==> src/rtl/sw_pkg.sv <==
// Shared widths, digit limits and lap FSM encoding for the stopwatch time counter.
package sw_pkg;

   localparam int BCD_W           = 4;
   localparam int DIGIT_MAX_9     = 9;
   localparam int DIGIT_MAX_5     = 5;
   localparam int SYNC_STAGES_DEF = 2;

   typedef enum logic [0:0] {LIVE = 1'b0, HELD = 1'b1} lap_state_e;

   // Digit order is tenths, sec-ones, sec-tens, min-ones, min-tens.
   function automatic int digit_max(input int idx, input int min_tens_max);
      case (idx)
         2:       return DIGIT_MAX_5;
         4:       return min_tens_max;
         default: return DIGIT_MAX_9;
      endcase
   endfunction

endpackage

==> src/rtl/sw_bcd_digit.sv <==
// One BCD counter digit that wraps after MAX and reports a carry to the next digit.
module sw_bcd_digit
   import sw_pkg::*;
#(
   parameter int MAX = DIGIT_MAX_9
) (
   input  logic             sub_clk,
   input  logic             rst,
   input  logic             en,
   input  logic             clr,
   output logic [BCD_W-1:0] q,
   output logic             at_max,
   output logic             carry
);

   assign at_max = (q == BCD_W'(MAX));
   assign carry  = en & at_max;

   always_ff @(posedge sub_clk or negedge rst) begin
      if (!rst) begin
         q <= '0;
      end else if (clr) begin
         q <= '0;
      end else if (en) begin
         q <= at_max ? '0 : q + 1'b1;
      end
   end

endmodule

==> src/rtl/sw_time_counter.sv <==
// Stopwatch MM:SS.t BCD counter with tick edge detect, clear, overflow pulse and an
// optional lap display freeze enabled by defining SW_LAP_EN.
module sw_time_counter
   import sw_pkg::*;
#(
   parameter int MIN_TENS_MAX = DIGIT_MAX_5,
   parameter int SYNC_STAGES  = SYNC_STAGES_DEF
) (
   input  logic             sub_clk,
   input  logic             rst,
   input  logic             tick_in,
   input  logic             clr,
   input  logic             lap,
   output logic [BCD_W-1:0] d_tenth,
   output logic [BCD_W-1:0] d_sec0,
   output logic [BCD_W-1:0] d_sec1,
   output logic [BCD_W-1:0] d_min0,
   output logic [BCD_W-1:0] d_min1,
   output logic             lap_active,
   output logic             ovf
);

   logic                   tick_q;
   logic                   inc;
   logic [SYNC_STAGES-1:0] clr_sync;
   logic                   clr_s;
   logic [4:0]             en;
   logic [4:0]             carry;
   logic [4:0]             at_max_unused;
   logic [BCD_W-1:0]       live [5];
   logic [BCD_W-1:0]       disp [5];

   assign inc   = tick_in & ~tick_q;
   assign clr_s = clr_sync[SYNC_STAGES-1];
   assign en[0] = inc;

   for (genvar k = 0; k < 5; k++) begin : g_digit
      sw_bcd_digit #(.MAX(digit_max(k, MIN_TENS_MAX))) u_digit (
         .sub_clk (sub_clk),
         .rst     (rst),
         .en      (en[k]),
         .clr     (clr_s),
         .q       (live[k]),
         .at_max  (at_max_unused[k]),
         .carry   (carry[k])
      );
      if (k < 4) begin : g_link
         assign en[k+1] = carry[k];
      end
   end

   // The top carry only fires when every digit wraps, which is the overflow event.
   always_ff @(posedge sub_clk or negedge rst) begin
      if (!rst) begin
         tick_q   <= 1'b0;
         clr_sync <= '0;
         ovf      <= 1'b0;
      end else begin
         tick_q   <= tick_in;
         clr_sync <= {clr_sync[SYNC_STAGES-2:0], clr};
         ovf      <= carry[4] & ~clr_s;
      end
   end

`ifdef SW_LAP_EN
   localparam logic [0:0] ST_LIVE = LIVE;
   localparam logic [0:0] ST_HELD = HELD;

   logic [SYNC_STAGES-1:0] lap_sync;
   logic                   lap_d;
   logic                   lap_p;
   logic [0:0]             state;
   logic [BCD_W-1:0]       hold [5];

   assign lap_p = lap_sync[SYNC_STAGES-1] & ~lap_d;

   // Latching live[] on lap_p captures the pre-increment value when a tick coincides.
   always_ff @(posedge sub_clk or negedge rst) begin
      if (!rst) begin
         lap_sync <= '0;
         lap_d    <= 1'b0;
         state    <= ST_LIVE;
         hold     <= '{default: '0};
      end else begin
         lap_sync <= {lap_sync[SYNC_STAGES-2:0], lap};
         lap_d    <= lap_sync[SYNC_STAGES-1];
         if (clr_s) begin
            state <= ST_LIVE;
            hold  <= '{default: '0};
         end else if (lap_p) begin
            if (state == ST_LIVE) begin
               state <= ST_HELD;
               hold  <= live;
            end else begin
               state <= ST_LIVE;
            end
         end
      end
   end

   assign lap_active = (state == ST_HELD);

   always_comb begin
      for (int k = 0; k < 5; k++) begin
         disp[k] = lap_active ? hold[k] : live[k];
      end
   end
`else
   logic lap_unused;

   assign lap_unused = lap;
   assign lap_active = 1'b0;

   always_comb begin
      for (int k = 0; k < 5; k++) begin
         disp[k] = live[k];
      end
   end
`endif

   assign d_tenth = disp[0];
   assign d_sec0  = disp[1];
   assign d_sec1  = disp[2];
   assign d_min0  = disp[3];
   assign d_min1  = disp[4];

endmodule

==> config.mk <==
export PLATFORM = sky130hd
export DESIGN_NAME = sw_time_counter
export DESIGN_NICKNAME = d
export VERILOG_FILES = /design/src/rtl/sw_pkg.sv /design/src/rtl/sw_bcd_digit.sv /design/src/rtl/sw_time_counter.sv
export SDC_FILE = /design/constraint.sdc
export NUM_CORES = 1
export LEC_CHECK = 0
export BUFFER_PORTS_ARGS = -buffer_cell sky130_fd_sc_hd__buf_2
export CELL_PAD_IN_SITES_DETAIL_PLACEMENT = 1
export CELL_PAD_IN_SITES_GLOBAL_PLACEMENT = 1
export CORE_UTILIZATION = 37
export DETAILED_ROUTE_END_ITERATION = 16
export MAX_ROUTING_LAYER = met4
export PLACE_DENSITY = 0.73
export SYNTH_ARGS = -nofsm -noshare
export SYNTH_HDL_FRONTEND = slang
export SYNTH_SLANG_ARGS = --single-unit
export TNS_END_PERCENT = 30
==> constraint.sdc <==
create_clock -name sub_clk -period 1.88 [get_ports sub_clk]
set_input_delay 0.188 -clock sub_clk [delete_from_list [all_inputs] [get_ports sub_clk]]
set_output_delay 0.188 -clock sub_clk [all_outputs]
set_load 0.03 [all_outputs]
==> flow_metrics.py, run 1 <==
metrics = {
    "final_layout": {
        "fin_area_um2": 1780,
        "drive_gt1_share_pct": 37.5,
        "seqCellArea_um2": 608,
        "multiInputGateArea_um2": 779,
        "syn_to_final_growth_pct": 29.7,
        "diodes": 0,
        "num-fill-cells": 405,
        "final_common_cell": "buf_2",
        "finalNonFillerCells": 222,
        "fin_nets": 190,
        "final_cell_mix": "24 x buf_2, 21 x nor2_1, 18 x dfrtp_1",
    },
    "worst_setup_path": {
        "crit_path_end_kind": "register",
        "worstPathRequired_ns": 2.04,
        "reg2reg_from": "g_digit[1].u_digit.q[1]",
        "critPathMaxFanout": 5,
        "critPathTopFamily": "simple AND/OR/NAND/NOR gates",
        "crit_chain": "inv_2 -> ha_4 -> nand4bb_1 -> nor4bb_2 -> buf_4 -> nand4_4 -> mux2_4",
        "cp.arrival_ns": 2.03,
        "slowest_delay_ns": 0.44,
        "crit_type": "reg2reg",
        "startpoint_type": "register",
        "critPathLaunch": "g_digit[1].u_digit.q[1]",
        "crit_path_top_delay_cell": "dfrtp_2",
        "worst-path-buf-inv": 2,
    },
    "sta": {
        "fin_crit_ns": 1.87,
        "slew_headroom_pct": 63.0,
        "hold_ws_ns": 0.0188,
        "fmax_mhz": 534,
        "worst_pin_slew_ns": 0.554,
        "rsz0062_at_grt": "yes",
        "drv_slew": 0,
        "finalHoldViolations": 0,
        "finalSetupViolations": 0,
        "finalCritPeriodShare_pct": 99.6,
        "finalClockSkew_ns": 0.00181,
    },
    "clock_network": {
        "ctsLongestPathBuffers": 2,
        "cts_tree": "yes",
        "cts_max_level": 1,
        "cts-root-buf": "clkbuf_8",
        "clk_latency_ns": 0.27,
        "clock-sinks": 24,
        "cts-buffers-inserted": 3,
        "path_clk_slew_ns": 0.09,
    },
    "floorplanning": {
        "die_h_um": 62.9,
        "die-area_um2": 3960,
        "io_pins": 27,
        "std_cell_rows": 21,
        "initial_core_util_pct": 39.9,
        "die_x_um": 62.9,
        "fp.coreArea_um2": 3440,
    },
    "drt": {
        "wl_per_cell_um": 15.9,
        "drtIter0Drc": 43,
        "drc": 0,
        "wl_um": 3520,
        "dr.pass1.iters": 3,
        "vias": 1199,
        "via_per_inst": 5.40,
        "detail-route-antenna-nets": 0,
    },
    "placement": {
        "postPlaceCellArea_um2": 1660,
        "finalWeightedCongestion": 0.766,
        "portBuffers": 24,
        "dp.cells": 214,
        "hpwl_um": 2440,
    },
    "global_routing": {
        "grt_pass1_vias": 1323,
        "grt_pass1_wl_um": 6190,
        "grt-busiest-layer": "met2",
        "use_met3_pct": 2.74,
        "met1_usage_pct": 22.0,
        "antenna_found_initial": 0,
        "overflow": 0,
        "met2_usage_pct": 36.8,
        "grt_usage_pct": 20.7,
        "grt_max_degree": 25,
    },
    "synth": {
        "yosysTopAreaCell": "dfrtp_1",
        "ys_top_cells_by_area": "dfrtp_1 44%, ha_1 7.3%, nor2_1 5.7%",
        "syn_area_per_cell_um2": 9.96,
        "syn_inst": 138,
        "syn_nets": 151,
        "syn-cell-area_um2": 1370,
        "yosysTopAreaCellShare_pct": 43.7,
        "yosysUniqueCellTypes": 41,
        "ys_seq_area_share_pct": 43.7,
        "synth_warnings": 0,
        "ys_ff_latch": 24,
    },
    "power": {
        "clkPwrFrac_pct": 43.9,
        "powerDensity_nw_per_um2": 584,
        "leakage_nw": 0.901,
        "pwr-share-comb_pct": 5.3,
        "irDropWorstVdd_uv": 313,
        "power.internal_mw": 0.823,
        "power.switching_mw": 0.217,
        "power_mw": 1.04,
        "swShare_pct": 20.9,
        "p_seq_share_pct": 50.8,
    },
    "worst_hold_path": {
        "hp-start": "clr",
        "hp-class": "in2reg",
    },
    "run_status": {
        "status": "finished, final reports clean",
    },
    "flow_run": {
        "maxCapViolations": 0,
    },
}
## power by group through the flow
stage,Sequential (mW),Clock [mW],Combinational [mW]
2_1_floorplan,0.542,0,0.0261
3_3_place_gp,0.538,0,0.0536
3_5_place_dp,0.538,0,0.0550
4_1_cts,0.528,0.466,0.0570
5_1_grt,0.530,0.483,0.0624
6_report,0.528,0.457,0.0555
## logic make-up (layout without fill, tap and decap cells)
kind of cell | Yosys count | after routing | synth area share [%]
AND/OR/NAND/NOR | 64 | 64 | 29.7
flip-flops | 24 | 24 | 43.7
AO/OA/AOI/OAI | 20 | 20 | 8.47
buffers and inverters | 12 | 50 | 3.82
adder cells (fa/ha/maj) | 8 | 8 | 7.29
multiplexers | 7 | 7 | 5.46
XOR/XNOR | 2 | 2 | 1.28
other | 1 | 1 | 0.273
## path summary, 6_finish.rpt
path | endpoint | slack (ns) | cells past startpoint
hold / removal | clr_sync[0] | 0.02 | 1
min in group asynchronous | g_digit[1].u_digit.q[2] | 0.43 | 2
setup / recovery | g_digit[4].u_digit.q[3] | 0.008 | 7
setup reg to reg | g_digit[4].u_digit.q[3] | 0.008 | 7
hold reg to reg | clr_sync[1] | 0.37 | 0
max in group asynchronous | g_digit[0].u_digit.q[1] | 1.04 | 2
## metal layers
metal,up-vias,share of wire [%],wire length [µm]
met5,-,0,0
li1,564,-,-
met4,0,3.6,128
met2,25,52,1850
met1,598,41,1460
met3,12,2.4,86
## repair_timing
action | CTS | global route
setup buffers | 2 | 1
endpoints found under the setup margin | 1 | 5
pin swaps | 1 | 1
hold endpoints to repair | 24 | 0
hold buffers | 1 | 0
resized for setup | 0 | 3
## layout make-up
| class | count | area share, % |
|---|---|---|
| clock buffer | 3 | 2.32 |
| multi-input combinational | 102 | 43.7 |
| tap | 46 | 3.23 |
| clock inverter | 1 | 1.69 |
| sequential | 24 | 34.1 |
| inverter | 6 | 1.26 |
| timing repair buffer | 40 | 13.6 |
## cells in the mapped netlist
cell type	number
nand3b_1	1
nor2b_1	3
conb_1	1
ha_1	8
nand2b_1	1
buf_1	1
mux2_4	1
xor2_1	1
buf_4	2
and2_2	1
and3b_1	4
inv_1	6
nor4_1	4
clkbuf_1	3
or3_1	1
nor3_1	5
and4bb_2	1
nand4_1	2
nand3b_4	2
and3b_2	1
o31ai_1	1
nor4bb_1	2
o21ai_0	6
xnor2_1	1
a21oi_1	9
and2b_1	1
and3_1	1
dfrtp_1	24
mux2i_1	6
or4_4	1
nand4_2	1
a21oi_2	1
a32o_1	1
a211o_1	1
nand3_1	2
nand4bb_1	1
nor3b_1	1
nand2_1	5
nor2_1	21
a31oi_1	1
nand4b_1	2
## sequential cells by signal (all words and copies together), names as in the netlist
name,cells
ovf,1
g_digit.u_digit.q,20
clr_sync,2
tick_q,1
## metrics by stage
| stage | utilization, % | setup TNS (ns) | worst slack (ns) |
|---|---|---|---|
| after floorplan | - | 0 | 0.00427 |
| after global placement | 48.2 | 0 | 0.0337 |
| after detailed placement | 48.2 | 0 | 0.0132 |
| after CTS | 51.0 | 0 | 0.0169 |
| after global routing | 51.8 | -0.308 | -0.0873 |
| final | 51.8 | 0 | 0.00794 |
Power figures use the tool's default switching activity.
==> run 2: changes to the inputs <==
--- a/config.mk
+++ b/config.mk
@@ -6,12 +6,12 @@
 export NUM_CORES = 1
 export LEC_CHECK = 0
 export BUFFER_PORTS_ARGS = -buffer_cell sky130_fd_sc_hd__buf_2
-export CELL_PAD_IN_SITES_DETAIL_PLACEMENT = 1
+export CELL_PAD_IN_SITES_DETAIL_PLACEMENT = 0
 export CELL_PAD_IN_SITES_GLOBAL_PLACEMENT = 1
 export CORE_UTILIZATION = 37
 export DETAILED_ROUTE_END_ITERATION = 16
 export MAX_ROUTING_LAYER = met4
-export PLACE_DENSITY = 0.73
+export PLACE_DENSITY = 0.78
 export SYNTH_ARGS = -nofsm -noshare
 export SYNTH_HDL_FRONTEND = slang
 export SYNTH_SLANG_ARGS = --single-unit
==> run 2 against run 1 <==
Net effect: clock power about the same; largest cell class unchanged; core utilization up 1.6 points; flip-flop and latch count unchanged; die area unchanged; largest power group unchanged; critical path depth unchanged; non-clock buffer count up 6.
==> flow_metrics.py, run 2 (synthesis gave the netlist of run 1 again) <==
metrics = {
    "run_status": {
        "status": "finished, final reports clean",
    },
    "drt": {
        "wl_um": 3110,
        "drtIter0Drc": 27,
        "drc": 0,
        "via_per_inst": 5.13,
        "dr.pass1.iters": 4,
        "vias": 1170,
        "detail-route-antenna-nets": 0,
        "wl_per_cell_um": 13.6,
    },
    "final_layout": {
        "final_cell_mix": "24 x buf_2, 21 x nor2_1, 21 x buf_4",
        "largest_reg_flops": 20,
        "diodes": 0,
        "drive_gt1_share_pct": 40.1,
        "syn_to_final_growth_pct": 33.8,
        "largest-register": "g_digit.u_digit.q",
        "fin_nets": 196,
        "final_common_cell": "buf_2",
        "fin_area_um2": 1840,
        "reg.largest.list": "g_digit.u_digit.q (20), clr_sync (2)",
    },
    "worst_hold_path": {
        "hold-path-cell-count": 1,
        "hp-class": "in2reg",
        "hp-start": "clr",
        "worstHoldEndpoint": "clr_sync[0]",
    },
    "worst_setup_path": {
        "cp.arrival_ns": 1.99,
        "reg2reg_from": "g_digit[0].u_digit.q[1]",
        "worstReg2RegEnd": "g_digit[4].u_digit.q[3]",
        "startpoint_type": "register",
        "reg2regPathDepth": 7,
        "critPathMaxFanout": 4,
        "crit_type": "reg2reg",
        "worstPathRequired_ns": 2.05,
        "rrSetupSlack_ns": 0.05,
        "crit_path_end_kind": "register",
    },
    "floorplanning": {
        "die_h_um": 62.9,
        "std_cell_rows": 21,
        "io_pins": 27,
        "die-area_um2": 3960,
        "die_x_um": 62.9,
        "initial_core_util_pct": 39.9,
        "fp.coreArea_um2": 3440,
    },
    "flow_run": {
        "maxCapViolations": 0,
    },
    "clock_network": {
        "cts_tree": "yes",
        "cts_max_level": 1,
        "ctsLongestPathBuffers": 2,
        "cts-buffers-inserted": 3,
        "clock-sinks": 24,
        "cts-root-buf": "clkbuf_8",
        "path_clk_slew_ns": 0.09,
        "clk_latency_ns": 0.27,
    },
    "placement": {
        "hpwl_um": 2120,
        "postPlaceCellArea_um2": 1670,
        "finalWeightedCongestion": 0.748,
        "portBuffers": 24,
    },
    "sta": {
        "slew_headroom_pct": 63.4,
        "rsz0062_at_grt": "yes",
        "drv_slew": 0,
        "fmax_mhz": 547,
        "finalCritPeriodShare_pct": 97.2,
        "worst_pin_slew_ns": 0.549,
        "finalSetupTns_ns": 0,
        "hold_ws_ns": 0.0132,
        "finalClockSkew_ns": 0.00213,
        "fin_crit_ns": 1.83,
        "finalHoldViolations": 0,
        "finalSetupViolations": 0,
    },
    "global_routing": {
        "overflow": 0,
        "grt_usage_pct": 16.5,
        "grt_pass1_wl_um": 4990,
        "antenna_found_initial": 0,
        "grt_pass1_vias": 1110,
        "grt_max_degree": 25,
    },
    "power": {
        "irDropWorstVdd_uv": 543,
        "leakage_nw": 0.931,
        "powerDensity_nw_per_um2": 569,
    },
}
[run 2: cell count changes in the layout (fill, tap and decap cells not counted), sizes merged]
cell	delta
buf	+6
[run 2: what timing repair did]
item | in CTS | in global routing
setup endpoints to repair | 1 | 1
hold buffers | 1 | 0
pin swaps | 1 | 1
buffers inserted | 4 | 3
resized for setup | 1 | 3
endpoints found under the hold margin | 24 | 0
[run 2: where the power goes]
group          internal [mW]  switching [mW]
registers              0.521         0.00745
logic                 0.0203          0.0375
clock network          0.285           0.175
total                  0.827           0.220
[run 2: through the flow]
step	setup WS, ns	power [mW]	instances	util (%)
2_1_floorplan	0.00427	0.568	138	-
3_3_place_gp	0.0414	0.591	216	48.6
3_5_place_dp	0.00119	0.593	216	48.6
4_1_cts	0.0128	1.06	225	51.8
5_1_grt	-0.0124	1.10	228	53.4
6_report	0.0517	1.05	228	53.4
[run 2: critical path, stage by stage, from the launching register on]
cell and delay [ns]:
dfrtp_2 0.42, inv_2 0.06, ha_4 0.15, nand4b_1 0.16, nor4bb_2 0.33, buf_4 0.19, nand4_4 0.10, mux2_4 0.31
[run 2: how the worst max path moves through the flow]
stage / cells after the start / end / start / slack [ns]
2_1_floorplan: 7 / g_digit[4].u_digit.q[3] / g_digit[0].u_digit.q[1] / 0.004
3_3_place_gp: 7 / g_digit[4].u_digit.q[3] / g_digit[0].u_digit.q[1] / 0.04
3_5_place_dp: 7 / g_digit[4].u_digit.q[3] / g_digit[0].u_digit.q[1] / 0.001
4_1_cts: 6 / g_digit[4].u_digit.q[3] / g_digit[0].u_digit.q[0] / 0.01
5_1_grt: 7 / g_digit[4].u_digit.q[3] / g_digit[0].u_digit.q[1] / -0.01
6_report: 7 / g_digit[4].u_digit.q[3] / g_digit[0].u_digit.q[1] / 0.05
[run 2: per-layer routing]
metal / GRT usage (%) / part of all wire, %
met1: 19.4 / 45
met2: 28.5 / 50
met5: - / 0
met4: 3.49 / 0.84
met3: 3.83 / 3.6
[run 2: layout make-up]
type,count,area (µm²)
fillers,337,1600
multi-input cells,102,791
flip-flops and latches,24,608
repair buffers,46,288
well taps,46,57.6
clock buffers,3,41.3
clock inverters,1,30.0
inverters,6,22.5
